File: src/rtl/axi4_stream_pkg.sv
// Shared AXI4-stream definitions: packed beat record and the last-beat byte-enable helper.
package axi4_stream_pkg;

    localparam int unsigned AXIS_MAX_TDATA_W = 1024;
    localparam int unsigned AXIS_MAX_BYTES   = AXIS_MAX_TDATA_W / 8;
    localparam int unsigned AXIS_MAX_TUSER_W = 32;
    localparam int unsigned AXIS_MAX_TDEST_W = 32;
    localparam int unsigned AXIS_MAX_TID_W   = 32;

    typedef struct packed {
        logic [AXIS_MAX_TDATA_W-1:0] tdata;
        logic [AXIS_MAX_BYTES-1:0]   tstrb;
        logic [AXIS_MAX_BYTES-1:0]   tkeep;
        logic                        tlast;
        logic [AXIS_MAX_TUSER_W-1:0] tuser;
        logic [AXIS_MAX_TDEST_W-1:0] tdest;
        logic [AXIS_MAX_TID_W-1:0]   tid;
    } axi4_stream_word_t;

    // A zero remainder means the final word is completely filled.
    function automatic logic [AXIS_MAX_BYTES-1:0] axis_keep_from_rem(
        input int unsigned rem,
        input int unsigned nbytes
    );
        logic [AXIS_MAX_BYTES-1:0] mask;
        int unsigned               nset;
        nset = (rem == 0) ? nbytes : rem;
        mask = '0;
        for (int unsigned i = 0; i < AXIS_MAX_BYTES; i++) begin
            if (i < nset) mask[i] = 1'b1;
        end
        return mask;
    endfunction

endpackage

File: src/rtl/axi4_stream_if.sv
// AXI4-stream bundle with master and slave views.
interface axi4_stream_if #(
    parameter int unsigned TDATA_WIDTH = 32,
    parameter int unsigned TUSER_WIDTH = 1,
    parameter int unsigned TDEST_WIDTH = 1,
    parameter int unsigned TID_WIDTH   = 1
) ();

    localparam int unsigned TKEEP_WIDTH = TDATA_WIDTH / 8;

    logic                   tvalid;
    logic                   tready;
    logic [TDATA_WIDTH-1:0] tdata;
    logic [TKEEP_WIDTH-1:0] tstrb;
    logic [TKEEP_WIDTH-1:0] tkeep;
    logic                   tlast;
    logic [TUSER_WIDTH-1:0] tuser;
    logic [TDEST_WIDTH-1:0] tdest;
    logic [TID_WIDTH-1:0]   tid;

    modport master (
        output tvalid, tdata, tstrb, tkeep, tlast, tuser, tdest, tid,
        input  tready
    );

    modport slave (
        input  tvalid, tdata, tstrb, tkeep, tlast, tuser, tdest, tid,
        output tready
    );

endinterface

File: src/rtl/axi4_stream_pkt_tx.sv
// Packet transmitter: turns a sized command plus a show-ahead word source into one AXI4-stream packet.
module axi4_stream_pkt_tx
    import axi4_stream_pkg::*;
#(
    parameter int unsigned TDATA_WIDTH    = 32,
    parameter int unsigned TUSER_WIDTH    = 1,
    parameter int unsigned TDEST_WIDTH    = 1,
    parameter int unsigned TID_WIDTH      = 1,
    parameter int unsigned PKT_SIZE_WIDTH = 16
) (
    input  logic                      clk_i,
    input  logic                      rst_n_i,
    input  logic                      cmd_valid_i,
    output logic                      cmd_ready_o,
    input  logic [PKT_SIZE_WIDTH:0]   cmd_size_i,
    input  logic [TUSER_WIDTH-1:0]    cmd_tuser_i,
    input  logic [TDEST_WIDTH-1:0]    cmd_tdest_i,
    input  logic [TID_WIDTH-1:0]      cmd_tid_i,
    input  logic [TDATA_WIDTH-1:0]    data_i,
    input  logic                      data_empty_i,
    output logic                      data_rd_o,
    output logic                      busy_o,
    output logic                      pkt_sent_o,
    output logic                      size_err_o,
    axi4_stream_if.master             pkt_o
);

    localparam int unsigned BYTES = TDATA_WIDTH / 8;
    localparam int unsigned CW    = PKT_SIZE_WIDTH + 1;

    localparam logic [0:0] ST_IDLE = 1'b0;
    localparam logic [0:0] ST_SEND = 1'b1;

    localparam logic [CW:0]   BYTES_X  = (CW + 1)'(BYTES);
    localparam logic [CW-1:0] ONE_WORD = CW'(1);

    logic [0:0]             state_q;
    logic [CW-1:0]          words_q;
    logic [BYTES-1:0]       last_keep_q;
    logic [TUSER_WIDTH-1:0] cmd_tuser_q;
    logic [TDEST_WIDTH-1:0] cmd_tdest_q;
    logic [TID_WIDTH-1:0]   cmd_tid_q;

    logic                   tvalid_q;
    logic [TDATA_WIDTH-1:0] tdata_q;
    logic [BYTES-1:0]       tkeep_q;
    logic                   tlast_q;
    logic [TUSER_WIDTH-1:0] tuser_q;
    logic [TDEST_WIDTH-1:0] tdest_q;
    logic [TID_WIDTH-1:0]   tid_q;
    logic                   pkt_sent_q;
    logic                   size_err_q;

    logic             cmd_hs;
    logic             size_zero;
    logic [CW:0]      size_x;
    logic [CW-1:0]    words_calc;
    logic [CW:0]      rem_calc;
    logic [BYTES-1:0] keep_calc;
    logic             load;
    logic             last_word;

    always_comb begin
        cmd_hs     = cmd_valid_i && (state_q == ST_IDLE);
        size_zero  = (cmd_size_i == '0);
        size_x     = {1'b0, cmd_size_i};
        words_calc = CW'((size_x + BYTES_X - 1'b1) / BYTES_X);
        rem_calc   = size_x % BYTES_X;
        keep_calc  = BYTES'(axis_keep_from_rem(32'(rem_calc), BYTES));
        // Gating with reset stops any pop from the source while reset is asserted.
        load       = rst_n_i && (state_q == ST_SEND) && !data_empty_i
                     && (!tvalid_q || pkt_o.tready);
        last_word  = (words_q == ONE_WORD);
    end

    always_ff @(posedge clk_i) begin
        if (!rst_n_i) begin
            state_q    <= ST_IDLE;
            words_q    <= '0;
            tvalid_q   <= 1'b0;
            pkt_sent_q <= 1'b0;
            size_err_q <= 1'b0;
        end else begin
            size_err_q <= cmd_hs && size_zero;
            pkt_sent_q <= tvalid_q && pkt_o.tready && tlast_q;

            if (cmd_hs && !size_zero) begin
                state_q <= ST_SEND;
                words_q <= words_calc;
            end else if (load) begin
                words_q <= words_q - 1'b1;
                if (last_word) state_q <= ST_IDLE;
            end

            if (load) begin
                tvalid_q <= 1'b1;
            end else if (pkt_o.tready) begin
                tvalid_q <= 1'b0;
            end
        end
    end

    // Datapath carries no reset; contents only matter while tvalid is high.
    always_ff @(posedge clk_i) begin
        if (cmd_hs) begin
            last_keep_q <= keep_calc;
            cmd_tuser_q <= cmd_tuser_i;
            cmd_tdest_q <= cmd_tdest_i;
            cmd_tid_q   <= cmd_tid_i;
        end
        if (load) begin
            tdata_q <= data_i;
            tkeep_q <= last_word ? last_keep_q : '1;
            tlast_q <= last_word;
            tuser_q <= cmd_tuser_q;
            tdest_q <= cmd_tdest_q;
            tid_q   <= cmd_tid_q;
        end
    end

    assign cmd_ready_o  = (state_q == ST_IDLE);
    assign data_rd_o    = load;
    assign busy_o       = (state_q == ST_SEND) || tvalid_q;
    assign pkt_sent_o   = pkt_sent_q;
    assign size_err_o   = size_err_q;

    assign pkt_o.tvalid = tvalid_q;
    assign pkt_o.tdata  = tdata_q;
    assign pkt_o.tkeep  = tkeep_q;
    assign pkt_o.tstrb  = tkeep_q;
    assign pkt_o.tlast  = tlast_q;
    assign pkt_o.tuser  = tuser_q;
    assign pkt_o.tdest  = tdest_q;
    assign pkt_o.tid    = tid_q;

endmodule

File: src/flat_wrapper.sv
// flat-port wrapper written by rule: the top's interface ports become plain ports
module axi4_stream_pkt_tx_flat import axi4_stream_pkg::*;
#(
    parameter int unsigned TDATA_WIDTH    = 32,
    parameter int unsigned TUSER_WIDTH    = 1,
    parameter int unsigned TDEST_WIDTH    = 1,
    parameter int unsigned TID_WIDTH      = 1,
    parameter int unsigned PKT_SIZE_WIDTH = 16
)
  (clk_i, rst_n_i, cmd_valid_i, cmd_ready_o, cmd_size_i, cmd_tuser_i, cmd_tdest_i, cmd_tid_i, data_i, data_empty_i, data_rd_o, busy_o, pkt_sent_o, size_err_o, pkt_o_tvalid, pkt_o_tdata, pkt_o_tstrb, pkt_o_tkeep, pkt_o_tlast, pkt_o_tuser, pkt_o_tdest, pkt_o_tid, pkt_o_tready);
  axi4_stream_if #(.TDATA_WIDTH(TDATA_WIDTH), .TUSER_WIDTH(TUSER_WIDTH), .TDEST_WIDTH(TDEST_WIDTH), .TID_WIDTH(TID_WIDTH)) pkt_o_i ();
  input  logic clk_i;
  input  logic rst_n_i;
  input  logic cmd_valid_i;
  output logic cmd_ready_o;
  input  logic [PKT_SIZE_WIDTH:0] cmd_size_i;
  input  logic [TUSER_WIDTH-1:0] cmd_tuser_i;
  input  logic [TDEST_WIDTH-1:0] cmd_tdest_i;
  input  logic [TID_WIDTH-1:0] cmd_tid_i;
  input  logic [TDATA_WIDTH-1:0] data_i;
  input  logic data_empty_i;
  output logic data_rd_o;
  output logic busy_o;
  output logic pkt_sent_o;
  output logic size_err_o;
  output wire logic [$bits(pkt_o_i.tvalid)-1:0] pkt_o_tvalid;
  output wire logic [$bits(pkt_o_i.tdata)-1:0] pkt_o_tdata;
  output wire logic [$bits(pkt_o_i.tstrb)-1:0] pkt_o_tstrb;
  output wire logic [$bits(pkt_o_i.tkeep)-1:0] pkt_o_tkeep;
  output wire logic [$bits(pkt_o_i.tlast)-1:0] pkt_o_tlast;
  output wire logic [$bits(pkt_o_i.tuser)-1:0] pkt_o_tuser;
  output wire logic [$bits(pkt_o_i.tdest)-1:0] pkt_o_tdest;
  output wire logic [$bits(pkt_o_i.tid)-1:0] pkt_o_tid;
  input wire logic [$bits(pkt_o_i.tready)-1:0] pkt_o_tready;
  assign pkt_o_tvalid = pkt_o_i.tvalid;
  assign pkt_o_tdata = pkt_o_i.tdata;
  assign pkt_o_tstrb = pkt_o_i.tstrb;
  assign pkt_o_tkeep = pkt_o_i.tkeep;
  assign pkt_o_tlast = pkt_o_i.tlast;
  assign pkt_o_tuser = pkt_o_i.tuser;
  assign pkt_o_tdest = pkt_o_i.tdest;
  assign pkt_o_tid = pkt_o_i.tid;
  assign pkt_o_i.tready = pkt_o_tready;
  axi4_stream_pkt_tx #(.TDATA_WIDTH(TDATA_WIDTH), .TUSER_WIDTH(TUSER_WIDTH), .TDEST_WIDTH(TDEST_WIDTH), .TID_WIDTH(TID_WIDTH), .PKT_SIZE_WIDTH(PKT_SIZE_WIDTH)) u_core (.clk_i(clk_i), .rst_n_i(rst_n_i), .cmd_valid_i(cmd_valid_i), .cmd_ready_o(cmd_ready_o), .cmd_size_i(cmd_size_i), .cmd_tuser_i(cmd_tuser_i), .cmd_tdest_i(cmd_tdest_i), .cmd_tid_i(cmd_tid_i), .data_i(data_i), .data_empty_i(data_empty_i), .data_rd_o(data_rd_o), .busy_o(busy_o), .pkt_sent_o(pkt_sent_o), .size_err_o(size_err_o), .pkt_o(pkt_o_i));
endmodule
File: config.mk
export PLATFORM = sky130hd
export DESIGN_NAME = axi4_stream_pkt_tx_flat
export DESIGN_NICKNAME = d
export VERILOG_FILES = /design/src/rtl/axi4_stream_pkg.sv /design/src/rtl/axi4_stream_if.sv /design/src/rtl/axi4_stream_pkt_tx.sv /design/src/flat_wrapper.sv
export SDC_FILE = /design/constraint.sdc
export NUM_CORES = 1
export LEC_CHECK = 0
export CORE_MARGIN = 2
export CORE_UTILIZATION = 40
export DETAILED_ROUTE_END_ITERATION = 6
export PLACE_DENSITY = 0.8
export RECOVER_POWER = 100
export SLEW_MARGIN = 0
export SYNTH_ARGS = -nofsm -noshare
export SYNTH_HDL_FRONTEND = slang
export SYNTH_SLANG_ARGS = --single-unit
File: constraint.sdc
create_clock -name clk_i -period 2.1 [get_ports clk_i]
set_input_delay 0.42 -clock clk_i [delete_from_list [all_inputs] [get_ports clk_i]]
set_output_delay 0.42 -clock clk_i [all_outputs]
set_load 0.03 [all_outputs]
==> metrics.txt, run 1 <==
# TYPE chip_impl_metric gauge
chip_impl_info{name="run_status",value="finished clean"} 1
chip_impl_metric{name="detail_route.wirelength",unit="um"} 7290
chip_impl_metric{name="globalRouteOverflowTotal",unit=""} 0
chip_impl_info{name="worst_r2r_startpoint",value="u_core.words_q[8]"} 1
chip_impl_info{name="timing.critical_path.from_type",value="primary input"} 1
chip_impl_metric{name="fp.dieH",unit="um"} 90.0
chip_impl_metric{name="syn-instance-count",unit=""} 240
chip_impl_metric{name="total_power",unit="uW"} 2890
chip_impl_metric{name="routed_length_per_instance",unit="um"} 14.6
chip_impl_metric{name="post_layout_minimum_cycle_time",unit="ns"} 2.03
chip_impl_metric{name="grt_pass1_wl",unit="um"} 12000
chip_impl_metric{name="rows",unit=""} 31
chip_impl_metric{name="combinational_power_share",unit=""} 0.173
chip_impl_metric{name="rrSetupSlack",unit="ns"} 0.12
chip_impl_metric{name="synth_warnings",unit=""} 0
chip_impl_metric{name="first_global_vias",unit=""} 2433
chip_impl_metric{name="postSynthRegisterBits",unit=""} 68
chip_impl_info{name="clock_tree.root_cell",value="sky130_fd_sc_hd__clkbuf_8"} 1
chip_impl_metric{name="initial_utilization",unit=""} 0.410
chip_impl_info{name="worstHoldPathType",value="register to register"} 1
chip_impl_metric{name="gp_congestion",unit=""} 0.852
chip_impl_metric{name="p_sw",unit="uW"} 735
chip_impl_metric{name="worst_r2r_path_depth",unit=""} 5
chip_impl_metric{name="placeableCoreArea",unit="sq um"} 7210
chip_impl_metric{name="number_of_buffers_created_by_cts",unit=""} 9
chip_impl_metric{name="drc",unit=""} 0
chip_impl_metric{name="global_route.usage.total",unit=""} 0.189
chip_impl_metric{name="clock_latency",unit="ns"} 0.33
chip_impl_metric{name="dp_hpwl",unit="um"} 5780
chip_impl_metric{name="synthesized_net_count",unit=""} 302
chip_impl_metric{name="yosys.area.top_type_share",unit=""} 0.477
chip_impl_metric{name="critical_path.n_buffers_inverters",unit=""} 3
chip_impl_metric{name="leakagePower",unit="uW"} 0.00169
chip_impl_info{name="synth_most_common_cell",value="sky130_fd_sc_hd__edfxtp_1"} 1
chip_impl_info{name="post_synth_most_frequent_cells",value="47 x sky130_fd_sc_hd__edfxtp_1, 21 x sky130_fd_sc_hd__dfxtp_1, 16 x sky130_fd_sc_hd__nand2_1, 13 x sky130_fd_sc_hd__xnor2_1"} 1
chip_impl_metric{name="finalSetupTns",unit="ns"} 0
chip_impl_metric{name="post-route-worst-setup-slack",unit="ns"} 0.0701
chip_impl_metric{name="seq_power_share",unit=""} 0.528
chip_impl_metric{name="grt_start_max_net_pins",unit=""} 27
chip_impl_metric{name="internal_power",unit="uW"} 2150
chip_impl_metric{name="number_of_h_tree_levels",unit=""} 3
chip_impl_metric{name="floorplan.die_area",unit="sq um"} 8100
chip_impl_metric{name="synth_enable_flop_cells",unit=""} 47
chip_impl_info{name="grt_setup_unrepaired",value="no"} 1
chip_impl_metric{name="clkSlewWorstSetupHoldPaths",unit="ns"} 0.07
chip_impl_metric{name="clock-sinks",unit=""} 68
chip_impl_metric{name="ant_nets",unit=""} 0
chip_impl_metric{name="area.sequential",unit="sq um"} 1830
chip_impl_metric{name="crit_fanout",unit=""} 4
chip_impl_metric{name="buffer_ports.inserted",unit=""} 106
chip_impl_metric{name="post_synth_instance_area",unit="sq um"} 2960
chip_impl_info{name="path_class",value="primary input to output pin"} 1
chip_impl_info{name="worstReg2RegEnd",value="u_core.pkt_o.tkeep[1]"} 1
chip_impl_metric{name="synth-async-reset-ratio",unit=""} 0
chip_impl_metric{name="placement.setup.worst_slack",unit="ns"} -0.219
chip_impl_metric{name="setup_viol",unit=""} 0
chip_impl_metric{name="crit_path_max_incr_delay",unit="ns"} 0.48
chip_impl_metric{name="via_per_inst",unit=""} 4.90
chip_impl_info{name="top_cell_family_by_delay_on_the_critical_path",value="buffers and inverters"} 1
chip_impl_info{name="cts_tree",value="built"} 1
chip_impl_info{name="hp-start",value="u_core.cmd_tuser_q"} 1
chip_impl_metric{name="grt_antenna_before_repair",unit=""} 1
chip_impl_info{name="post_synth_main_area_contributors",value="sky130_fd_sc_hd__edfxtp_1 48%, sky130_fd_sc_hd__dfxtp_1 14%, sky130_fd_sc_hd__xnor2_1 3.8%"} 1
chip_impl_metric{name="crit_required",unit="ns"} 1.68
chip_impl_metric{name="fin_worst_skew",unit="ns"} 0.00344
chip_impl_metric{name="ctsLongestPathBuffers",unit=""} 2
chip_impl_metric{name="design.final.nets",unit=""} 458
chip_impl_metric{name="pwr_density_cell",unit="nW/um^2"} 625
chip_impl_metric{name="fillerInstances",unit=""} 589
chip_impl_metric{name="holdBufCountCts",unit=""} 0
chip_impl_metric{name="layout_worst_path_cycle_share",unit=""} 0.967
chip_impl_metric{name="ios",unit=""} 107
chip_impl_metric{name="clock_power_share",unit=""} 0.298
chip_impl_metric{name="via_count",unit=""} 2448
chip_impl_metric{name="die_w",unit="um"} 90.0
chip_impl_metric{name="finalMaxSlewViolations",unit=""} 0
chip_impl_metric{name="multi_input_area",unit="sq um"} 1050
chip_impl_metric{name="detail_route.iter0.violations",unit=""} 142
chip_impl_info{name="critPathSlowestCell",value="sky130_fd_sc_hd__clkdlybuf4s50_1"} 1
chip_impl_metric{name="synth_cell_types",unit=""} 41
chip_impl_info{name="synth.largest_area_cell",value="sky130_fd_sc_hd__edfxtp_1"} 1
chip_impl_metric{name="drive_above_1_share",unit=""} 0.175
chip_impl_info{name="cp-end-kind",value="output pin"} 1
chip_impl_metric{name="switching_share",unit=""} 0.255
chip_impl_metric{name="vdd.ir_drop.worst",unit="mV"} 0.272
chip_impl_metric{name="synth-seq-area-share",unit=""} 0.619
chip_impl_metric{name="mean_cell_area_of_the_mapped_netlist",unit="sq um"} 12.3
chip_impl_info{name="worstPathCellList",value="clkdlybuf4s50_1 > and3b_2 > nand2_1 > clkinvlp_4 > clkbuf_4"} 1
chip_impl_info{name="min_to",value="u_core.pkt_o.tuser"} 1
chip_impl_metric{name="areaGrowthSynthToFinish",unit="%"} 56.2
chip_impl_metric{name="cap_viol_max_count",unit=""} 0
chip_impl_metric{name="holdPathStages",unit=""} 0
chip_impl_metric{name="timing.slew.headroom",unit=""} 0.463
chip_impl_metric{name="detail_route.first_pass.iterations",unit=""} 4
chip_impl_metric{name="cp.arrival",unit="ns"} 1.61
chip_impl_info{name="synth_flop_cell",value="sky130_fd_sc_hd__edfxtp_1"} 1
chip_impl_metric{name="hold_viol_final",unit=""} 0
chip_impl_metric{name="max_fclk",unit="MHz"} 493
chip_impl_metric{name="max_slew.worst_pin.slew",unit="ns"} 0.805
## worst max path at each step
stage / end / depth (start not counted) / startpoint
2_1_floorplan: u_core.words_q[3] / 6 / data_empty_i
3_3_place_gp: u_core.words_q[6] / 9 / cmd_size_i[1]
3_5_place_dp: u_core.words_q[8] / 9 / cmd_size_i[1]
4_1_cts: data_rd_o / 5 / data_empty_i
5_1_grt: u_core.pkt_o.tkeep[2] / 5 / u_core.words_q[8]
6_report: data_rd_o / 5 / data_empty_i
## worst reg2reg max path, cell delays in order, from the launching register on
cell and delay [ns]:
sky130_fd_sc_hd__dfxtp_1 0.31, sky130_fd_sc_hd__or4_4 0.53, sky130_fd_sc_hd__or4_4 0.46, sky130_fd_sc_hd__nor4_4 0.17, sky130_fd_sc_hd__clkbuf_2 0.20, sky130_fd_sc_hd__nand2b_1 0.06
## state kept, by name, indices dropped and copies added (netlist names), 4 cells and up
name,count
u_core.pkt_o.tdata,32
u_core.last_keep_q,4
u_core.words_q,17
u_core.pkt_o.tkeep,4
## layer usage
| layer | vias up | wire [um] | track usage | share of wire |
|---|---|---|---|---|
| met1 | 1121 | 3080 | 0.215 | 0.42 |
| met3 | 12 | 532 | 0.0629 | 0.073 |
| li1 | 1207 | - | - | - |
| met5 | - | 0 | 0 | 0 |
| met2 | 108 | 3560 | 0.326 | 0.49 |
| met4 | 0 | 117 | 0.0769 | 0.016 |
## kinds of logic (layout without fill, tap and decap cells)
group / count (synthesis) / after routing / share of synthesized area
simple gates: 84 / 84 / 0.168
compound gates: 37 / 37 / 0.0846
mux: 1 / 1 / 0.00338
fa+ha+maj: 5 / 5 / 0.0212
xor+xnor: 24 / 24 / 0.0711
buf+inv: 21 / 181 / 0.0321
other cells: 0 / 1 / 0
flops: 68 / 68 / 0.619
## layout by cell type (no fill, tap or decap), types with 3 or more instances in the layout
| master | count |
|---|---|
| sky130_fd_sc_hd__nor2_1 | 11 |
| sky130_fd_sc_hd__clkbuf_4 | 4 |
| sky130_fd_sc_hd__clkdlybuf4s50_1 | 21 |
| sky130_fd_sc_hd__edfxtp_1 | 47 |
| sky130_fd_sc_hd__a211oi_1 | 3 |
| sky130_fd_sc_hd__o21ai_0 | 10 |
| sky130_fd_sc_hd__nand2_1 | 16 |
| sky130_fd_sc_hd__buf_4 | 35 |
| sky130_fd_sc_hd__clkbuf_2 | 3 |
| sky130_fd_sc_hd__clkbuf_8 | 9 |
| sky130_fd_sc_hd__clkinvlp_4 | 3 |
| sky130_fd_sc_hd__and3_1 | 4 |
| sky130_fd_sc_hd__nor3_1 | 10 |
| sky130_fd_sc_hd__inv_1 | 10 |
| sky130_fd_sc_hd__xnor2_1 | 13 |
| sky130_fd_sc_hd__o21a_1 | 3 |
| sky130_fd_sc_hd__ha_1 | 5 |
| sky130_fd_sc_hd__nand2b_1 | 9 |
| sky130_fd_sc_hd__o211a_1 | 3 |
| sky130_fd_sc_hd__xor2_1 | 11 |
| sky130_fd_sc_hd__dfxtp_1 | 20 |
| sky130_fd_sc_hd__o22ai_1 | 3 |
| sky130_fd_sc_hd__clkbuf_1 | 6 |
| sky130_fd_sc_hd__nor4_1 | 12 |
| sky130_fd_sc_hd__a21oi_1 | 7 |
| sky130_fd_sc_hd__dlygate4sd3_1 | 84 |
| sky130_fd_sc_hd__nand4_1 | 6 |
## power by group through the flow
| stage | sequential (uW) | combinational [uW] | clock [uW] |
|---|---|---|---|
| floorplan | 1580 | 201 | 0 |
| global placement | 1550 | 507 | 0 |
| detailed placement | 1560 | 521 | 0 |
| CTS | 1530 | 527 | 891 |
| global route | 1530 | 542 | 940 |
| finish | 1530 | 500 | 861 |
## through the flow
stage	util	instance area, sq um	hold slack (ns)	std cells
floorplan	-	2970	0.400	240
global placement	0.621	4480	0.401	483
detailed placement	0.621	4480	0.407	483
CTS	0.643	4640	0.424	498
global route	0.640	4620	0.432	500
finish	0.640	4620	0.424	500
## timing repair
action                                  CTS  global route
resized for setup                         1             3
endpoints found under the setup margin    1            17
setup buffers                             0             1
pin swaps                                 1             4
hold endpoints to repair                  0             0
## area by class of cell
cell class	instances	share of cell area
inverter	11	0.00975
clock inverter	6	0.00704
multi-input combinational	151	0.227
timing repair buffer	155	0.306
tap	99	0.0268
clock buffer	9	0.0268
sequential	68	0.397
antenna	1	0.000542
No activity file was read; power rests on OpenSTA's default activity.
==> run 2, diff against run 1 <==
--- a/config.mk
+++ b/config.mk
@@ -10,6 +10,7 @@
 export DETAILED_ROUTE_END_ITERATION = 6
 export PLACE_DENSITY = 0.8
 export RECOVER_POWER = 100
+export SETUP_SLACK_MARGIN = 0.05
 export SLEW_MARGIN = 0
 export SYNTH_ARGS = -nofsm -noshare
 export SYNTH_HDL_FRONTEND = slang
==> run 2 against run 1 <==
Core utilization is 0.61 points higher. Die area stayed put. Cell count increased by 0.60%. Hold slack hardly changed. Critical path depth grew 1. First-iteration DRC count fell by 53%. Wire length is 3.8% higher. Via count up 1.6%. Combinational power decreased by 0.8%. Clock power up 20%.
==> metrics.txt, run 2 (synthesis gave the netlist of run 1 again) <==
# TYPE chip_impl_metric gauge
chip_impl_metric{name="global_route.usage.total",unit=""} 0.193
chip_impl_metric{name="detail_route.wirelength",unit="um"} 7560
chip_impl_metric{name="via_count",unit=""} 2488
chip_impl_info{name="cts_tree",value="built"} 1
chip_impl_metric{name="rows",unit=""} 31
chip_impl_metric{name="number_of_buffers_created_by_cts",unit=""} 9
chip_impl_metric{name="drc",unit=""} 0
chip_impl_metric{name="globalRouteOverflowTotal",unit=""} 0
chip_impl_metric{name="areaGrowthSynthToFinish",unit="%"} 57.7
chip_impl_metric{name="cp.arrival",unit="ns"} 2.32
chip_impl_metric{name="placed_cell_area",unit="sq um"} 4490
chip_impl_metric{name="clkSlewWorstSetupHoldPaths",unit="ns"} 0.07
chip_impl_metric{name="finalMaxSlewViolations",unit=""} 0
chip_impl_metric{name="placeableCoreArea",unit="sq um"} 7210
chip_impl_metric{name="max_slew.worst_pin.slew",unit="ns"} 0.846
chip_impl_metric{name="grt_antenna_before_repair",unit=""} 1
chip_impl_metric{name="grt_start_max_net_pins",unit=""} 26
chip_impl_metric{name="holdBufCountCts",unit=""} 0
chip_impl_metric{name="finalInstanceArea",unit="sq um"} 4660
chip_impl_metric{name="leakagePower",unit="uW"} 0.00172
chip_impl_metric{name="vdd.ir_drop.worst",unit="mV"} 0.299
chip_impl_info{name="worstHoldPathType",value="register to register"} 1
chip_impl_metric{name="number_of_h_tree_levels",unit=""} 3
chip_impl_metric{name="clock-sinks",unit=""} 68
chip_impl_metric{name="crit_required",unit="ns"} 2.38
chip_impl_metric{name="pwr_density_cell",unit="nW/um^2"} 654
chip_impl_metric{name="timing.slew.headroom",unit=""} 0.436
chip_impl_metric{name="clock_latency",unit="ns"} 0.34
chip_impl_metric{name="drive_above_1_share",unit=""} 0.186
chip_impl_metric{name="cap_viol_max_count",unit=""} 0
chip_impl_info{name="grt_setup_unrepaired",value="yes"} 1
chip_impl_metric{name="fin_worst_skew",unit="ns"} 0.00737
chip_impl_info{name="cp-end-kind",value="register"} 1
chip_impl_metric{name="routed_length_per_instance",unit="um"} 15.0
chip_impl_metric{name="detail_route.iter0.violations",unit=""} 67
chip_impl_info{name="final_common_cell",value="sky130_fd_sc_hd__dlygate4sd3_1"} 1
chip_impl_metric{name="grt_pass1_wl",unit="um"} 12300
chip_impl_metric{name="finalSetupTns",unit="ns"} 0
chip_impl_metric{name="max_fclk",unit="MHz"} 490
chip_impl_metric{name="largest_reg_flops",unit=""} 32
chip_impl_metric{name="first_global_vias",unit=""} 2485
chip_impl_metric{name="layout_worst_path_cycle_share",unit=""} 0.971
chip_impl_metric{name="ant_nets",unit=""} 0
chip_impl_info{name="most-common-layout-cells",value="85 x sky130_fd_sc_hd__dlygate4sd3_1, 47 x sky130_fd_sc_hd__edfxtp_1, 43 x sky130_fd_sc_hd__buf_4, 20 x sky130_fd_sc_hd__dfxtp_1, 19 x sky130_fd_sc_hd__clkdlybuf4s50_1"} 1
chip_impl_metric{name="detail_route.first_pass.iterations",unit=""} 4
chip_impl_info{name="clock_tree.root_cell",value="sky130_fd_sc_hd__clkbuf_8"} 1
chip_impl_metric{name="via_per_inst",unit=""} 4.95
chip_impl_metric{name="crit_fanout",unit=""} 2
chip_impl_metric{name="die_w",unit="um"} 90.0
chip_impl_metric{name="fp.dieH",unit="um"} 90.0
chip_impl_info{name="timing.critical_path.from_type",value="register"} 1
chip_impl_metric{name="floorplan.die_area",unit="sq um"} 8100
chip_impl_metric{name="initial_utilization",unit=""} 0.410
chip_impl_info{name="path_class",value="register to register"} 1
chip_impl_info{name="run_status",value="finished clean"} 1
chip_impl_metric{name="ios",unit=""} 107
chip_impl_metric{name="rrSetupSlack",unit="ns"} 0.06
chip_impl_metric{name="setup_viol",unit=""} 0
chip_impl_metric{name="dp_hpwl",unit="um"} 5850
chip_impl_metric{name="design.final.nets",unit=""} 460
chip_impl_metric{name="post_layout_minimum_cycle_time",unit="ns"} 2.04
chip_impl_metric{name="hold_viol_final",unit=""} 0
chip_impl_metric{name="ctsLongestPathBuffers",unit=""} 2
chip_impl_metric{name="buffer_ports.inserted",unit=""} 106
chip_impl_metric{name="gp_congestion",unit=""} 0.843
run 2: cell count changes in the layout (fill, tap and decap cells not counted), sizes merged:
cell / change
buf: +6
bufinv: +1
clkbuf: -2
clkdlybuf4s50: -2
clkinvlp: -1
dlygate4sd3: +1
run 2: repair_timing:
action                                 in CTS  in global routing
pin swaps                                   4                  1
endpoints found under the hold margin       0                  0
resized for setup                           1                  3
setup buffers                               1                  0
setup endpoints to repair                   7                  9
run 2: path summary, 6_finish.rpt:
kind	startpoint	endpoint	depth (start not counted)
worst min-delay path	u_core.cmd_tdest_q	u_core.pkt_o.tdest	0
worst max register to register	u_core.words_q[8]	u_core.words_q[16]	6
worst max-delay path	u_core.words_q[8]	u_core.words_q[16]	6
worst min register to register	u_core.cmd_tdest_q	u_core.pkt_o.tdest	0
run 2: final cells by class:
| class | instances | area [sq um] |
|---|---|---|
| repair buffers | 157 | 1410 |
| diodes | 1 | 2.50 |
| multi-input cells | 151 | 1050 |
| clock buffers | 10 | 128 |
| well taps | 99 | 124 |
| flip-flops and latches | 68 | 1830 |
| clock inverters | 6 | 65.1 |
| fillers | 590 | 2550 |
| inverters | 11 | 45.0 |
run 2: routing by layer:
layer  vias up  part of all wire  track usage
met4         0             0.013       0.0615
li1       1211                 -            -
met1      1154              0.43        0.218
met5         -                 0            0
met3        11             0.065       0.0654
met2       112              0.49        0.343
run 2: power breakdown:
group | switching [uW] | leakage, uW | internal, uW
clock network | 481 | 0.0000962 | 548
registers | 36.0 | 0.000591 | 1490
logic | 249 | 0.00103 | 247
total | 766 | 0.00172 | 2290
run 2: worst max-delay path, stage by stage, from the launching register on:
cell	delay (ns)
sky130_fd_sc_hd__dfxtp_1	0.32
sky130_fd_sc_hd__or4_4	0.54
sky130_fd_sc_hd__or4_4	0.45
sky130_fd_sc_hd__buf_4	0.17
sky130_fd_sc_hd__nor4_4	0.15
sky130_fd_sc_hd__xor2_1	0.18
sky130_fd_sc_hd__and3_1	0.17
run 2: through the flow:
step	total power (uW)	hold slack (ns)	instances	util	worst slack, ns
3_3_place_gp	2050	0.402	485	0.622	-0.171
5_1_grt	3170	0.439	503	0.647	0.0104
6_report	3050	0.424	503	0.647	0.0603
3_5_place_dp	2070	0.411	485	0.622	-0.211
4_1_cts	3100	0.428	502	0.650	0.0586
2_1_floorplan	1790	0.400	240	-	0.0501
==> run 3, diff against run 2 <==
--- a/config.mk
+++ b/config.mk
@@ -7,6 +7,7 @@
 export LEC_CHECK = 0
 export CORE_MARGIN = 2
 export CORE_UTILIZATION = 40
+export CTS_BUF_LIST = sky130_fd_sc_hd__clkbuf_4 sky130_fd_sc_hd__clkbuf_8 sky130_fd_sc_hd__clkbuf_16
 export DETAILED_ROUTE_END_ITERATION = 6
 export PLACE_DENSITY = 0.8
 export RECOVER_POWER = 100
==> run 3 against run 2 <==
Non-clock buffer count unchanged. Sequential power barely moved. Hold slack about the same. Clock power about the same. Highest routed layer unchanged.
==> metrics.txt, run 3 (synthesis gave the netlist of run 1 again) <==
# TYPE chip_impl_metric gauge
chip_impl_metric{name="fillerInstances",unit=""} 590
chip_impl_metric{name="global_route.usage.total",unit=""} 0.193
chip_impl_metric{name="area.sequential",unit="sq um"} 1830
chip_impl_info{name="timing.critical_path.from_type",value="register"} 1
chip_impl_metric{name="clock-sinks",unit=""} 68
chip_impl_metric{name="p_sw",unit="uW"} 766
chip_impl_metric{name="initial_utilization",unit=""} 0.410
chip_impl_metric{name="detail_route.wirelength",unit="um"} 7570
chip_impl_metric{name="combinational_power_share",unit=""} 0.162
chip_impl_metric{name="vdd.ir_drop.worst",unit="mV"} 0.299
chip_impl_info{name="clock_tree.root_cell",value="sky130_fd_sc_hd__clkbuf_8"} 1
chip_impl_metric{name="max_fclk",unit="MHz"} 491
chip_impl_metric{name="placeableCoreArea",unit="sq um"} 7210
chip_impl_metric{name="dp_hpwl",unit="um"} 5850
chip_impl_metric{name="finalMaxSlewViolations",unit=""} 0
chip_impl_metric{name="number_of_h_tree_levels",unit=""} 3
chip_impl_metric{name="grt_start_max_net_pins",unit=""} 26
chip_impl_metric{name="via_per_inst",unit=""} 4.94
chip_impl_info{name="run_status",value="finished clean"} 1
chip_impl_metric{name="rows",unit=""} 31
chip_impl_metric{name="areaGrowthSynthToFinish",unit="%"} 57.8
chip_impl_metric{name="grt.met3_usage",unit=""} 0.0654
chip_impl_info{name="grt_setup_unrepaired",value="yes"} 1
chip_impl_metric{name="largest_reg_flops",unit=""} 32
chip_impl_metric{name="drive_above_1_share",unit=""} 0.189
chip_impl_metric{name="buffer_ports.inserted",unit=""} 106
chip_impl_metric{name="ant_nets",unit=""} 0
chip_impl_metric{name="first_global_vias",unit=""} 2485
chip_impl_metric{name="clock_power_share",unit=""} 0.340
chip_impl_info{name="path_class",value="register to register"} 1
chip_impl_metric{name="fin_worst_skew",unit="ns"} 0.00672
chip_impl_metric{name="cp.arrival",unit="ns"} 2.32
chip_impl_metric{name="finalSetupTns",unit="ns"} 0
chip_impl_metric{name="timing.slew.headroom",unit=""} 0.447
chip_impl_metric{name="post_layout_minimum_cycle_time",unit="ns"} 2.03
chip_impl_metric{name="switching_share",unit=""} 0.250
chip_impl_metric{name="placed_cell_area",unit="sq um"} 4490
chip_impl_metric{name="total_power",unit="uW"} 3060
chip_impl_metric{name="multi_input_area",unit="sq um"} 1050
chip_impl_metric{name="detail_route.iter0.violations",unit=""} 80
chip_impl_metric{name="max_slew.worst_pin.slew",unit="ns"} 0.829
chip_impl_info{name="grt_most_used_layer",value="met2"} 1
chip_impl_metric{name="cap_viol_max_count",unit=""} 0
chip_impl_metric{name="globalRouteOverflowTotal",unit=""} 0
chip_impl_metric{name="detail_route.first_pass.iterations",unit=""} 4
chip_impl_info{name="cp-end-kind",value="register"} 1
chip_impl_metric{name="holdBufCountCts",unit=""} 0
chip_impl_metric{name="number_of_buffers_created_by_cts",unit=""} 9
chip_impl_metric{name="gp_congestion",unit=""} 0.843
chip_impl_metric{name="clock_latency",unit="ns"} 0.34
chip_impl_metric{name="grt_antenna_before_repair",unit=""} 1
chip_impl_metric{name="crit_fanout",unit=""} 2
chip_impl_metric{name="floorplan.die_area",unit="sq um"} 8100
chip_impl_metric{name="hold_viol_final",unit=""} 0
chip_impl_metric{name="setup_viol",unit=""} 0
chip_impl_metric{name="finalInstanceArea",unit="sq um"} 4670
chip_impl_metric{name="routed_length_per_instance",unit="um"} 15.0
chip_impl_metric{name="fp.dieH",unit="um"} 90.0
chip_impl_metric{name="final.hold.worst_slack",unit="ns"} 0.424
chip_impl_metric{name="drc",unit=""} 0
chip_impl_metric{name="ios",unit=""} 107
chip_impl_metric{name="design.final.nets",unit=""} 460
chip_impl_metric{name="met2_usage",unit=""} 0.343
chip_impl_info{name="final_common_cell",value="sky130_fd_sc_hd__dlygate4sd3_1"} 1
chip_impl_metric{name="pwr_density_cell",unit="nW/um^2"} 656
chip_impl_metric{name="grt.met1_usage",unit=""} 0.217
chip_impl_metric{name="grt_pass1_wl",unit="um"} 12200
chip_impl_metric{name="leakagePower",unit="uW"} 0.00172
chip_impl_metric{name="die_w",unit="um"} 90.0
chip_impl_metric{name="internal_power",unit="uW"} 2300
chip_impl_metric{name="ctsLongestPathBuffers",unit=""} 2
chip_impl_info{name="most-common-layout-cells",value="85 x sky130_fd_sc_hd__dlygate4sd3_1, 47 x sky130_fd_sc_hd__edfxtp_1, 43 x sky130_fd_sc_hd__buf_4, 20 x sky130_fd_sc_hd__dfxtp_1, 19 x sky130_fd_sc_hd__clkdlybuf4s50_1"} 1
chip_impl_metric{name="via_count",unit=""} 2485
chip_impl_metric{name="clkSlewWorstSetupHoldPaths",unit="ns"} 0.07
chip_impl_metric{name="seq_power_share",unit=""} 0.498
chip_impl_metric{name="crit_required",unit="ns"} 2.38
chip_impl_metric{name="layout_worst_path_cycle_share",unit=""} 0.969
chip_impl_info{name="worstHoldPathType",value="register to register"} 1
chip_impl_info{name="cts_tree",value="built"} 1
chip_impl_metric{name="final_core_util",unit=""} 0.647
run 3: layout make-up:
cell class	instances	area share
clock buffer	10	0.0281
sequential	68	0.393
inverter	11	0.00965
clock inverter	6	0.0139
antenna	1	0.000536
tap	99	0.0265
timing repair buffer	157	0.303
multi-input combinational	151	0.226
run 3: path summary, 6_finish.rpt:
kind	start	end	slack, ns	cells after the start
min reg2reg	u_core.cmd_tdest_q	u_core.pkt_o.tdest	0.42	0
max	u_core.words_q[8]	u_core.words_q[16]	0.07	6
min	u_core.cmd_tdest_q	u_core.pkt_o.tdest	0.42	0
max reg2reg	u_core.words_q[8]	u_core.words_q[16]	0.07	6
run 3: critical path: stages, from the launching register on:
cell and delay, ns:
sky130_fd_sc_hd__dfxtp_1 0.32, sky130_fd_sc_hd__or4_4 0.53, sky130_fd_sc_hd__or4_4 0.45, sky130_fd_sc_hd__buf_4 0.17, sky130_fd_sc_hd__nor4_4 0.15, sky130_fd_sc_hd__xor2_1 0.18, sky130_fd_sc_hd__and3_1 0.17
run 3: repair_timing:
item,4_1_cts,5_1_grt
setup buffers,1,0
resized for setup,1,3
pin swaps,4,1
endpoints found under the setup margin,7,9
cloned,0,0
run 3: routing by layer:
metal / share of wire / vias up / wire length (um)
met5: 0 / - / 0
met2: 0.49 / 111 / 3730
li1: - / 1210 / -
met4: 0.013 / 0 / 97
met3: 0.064 / 11 / 482
met1: 0.43 / 1153 / 3260
run 3: per-stage QoR:
step	std cells	worst slack, ns
after floorplan	240	0.0501
after global placement	485	-0.171
after detailed placement	485	-0.211
after CTS	502	0.0586
after global routing	503	0.0104
final	503	0.0652
run 3: power by group through the flow:
stage	registers (uW)	clock network (uW)	logic (uW)
2_1_floorplan	1580	0	201
3_3_place_gp	1550	0	502
3_5_place_dp	1560	0	519
4_1_cts	1530	1060	526
5_1_grt	1530	1110	538
6_report	1530	1040	496
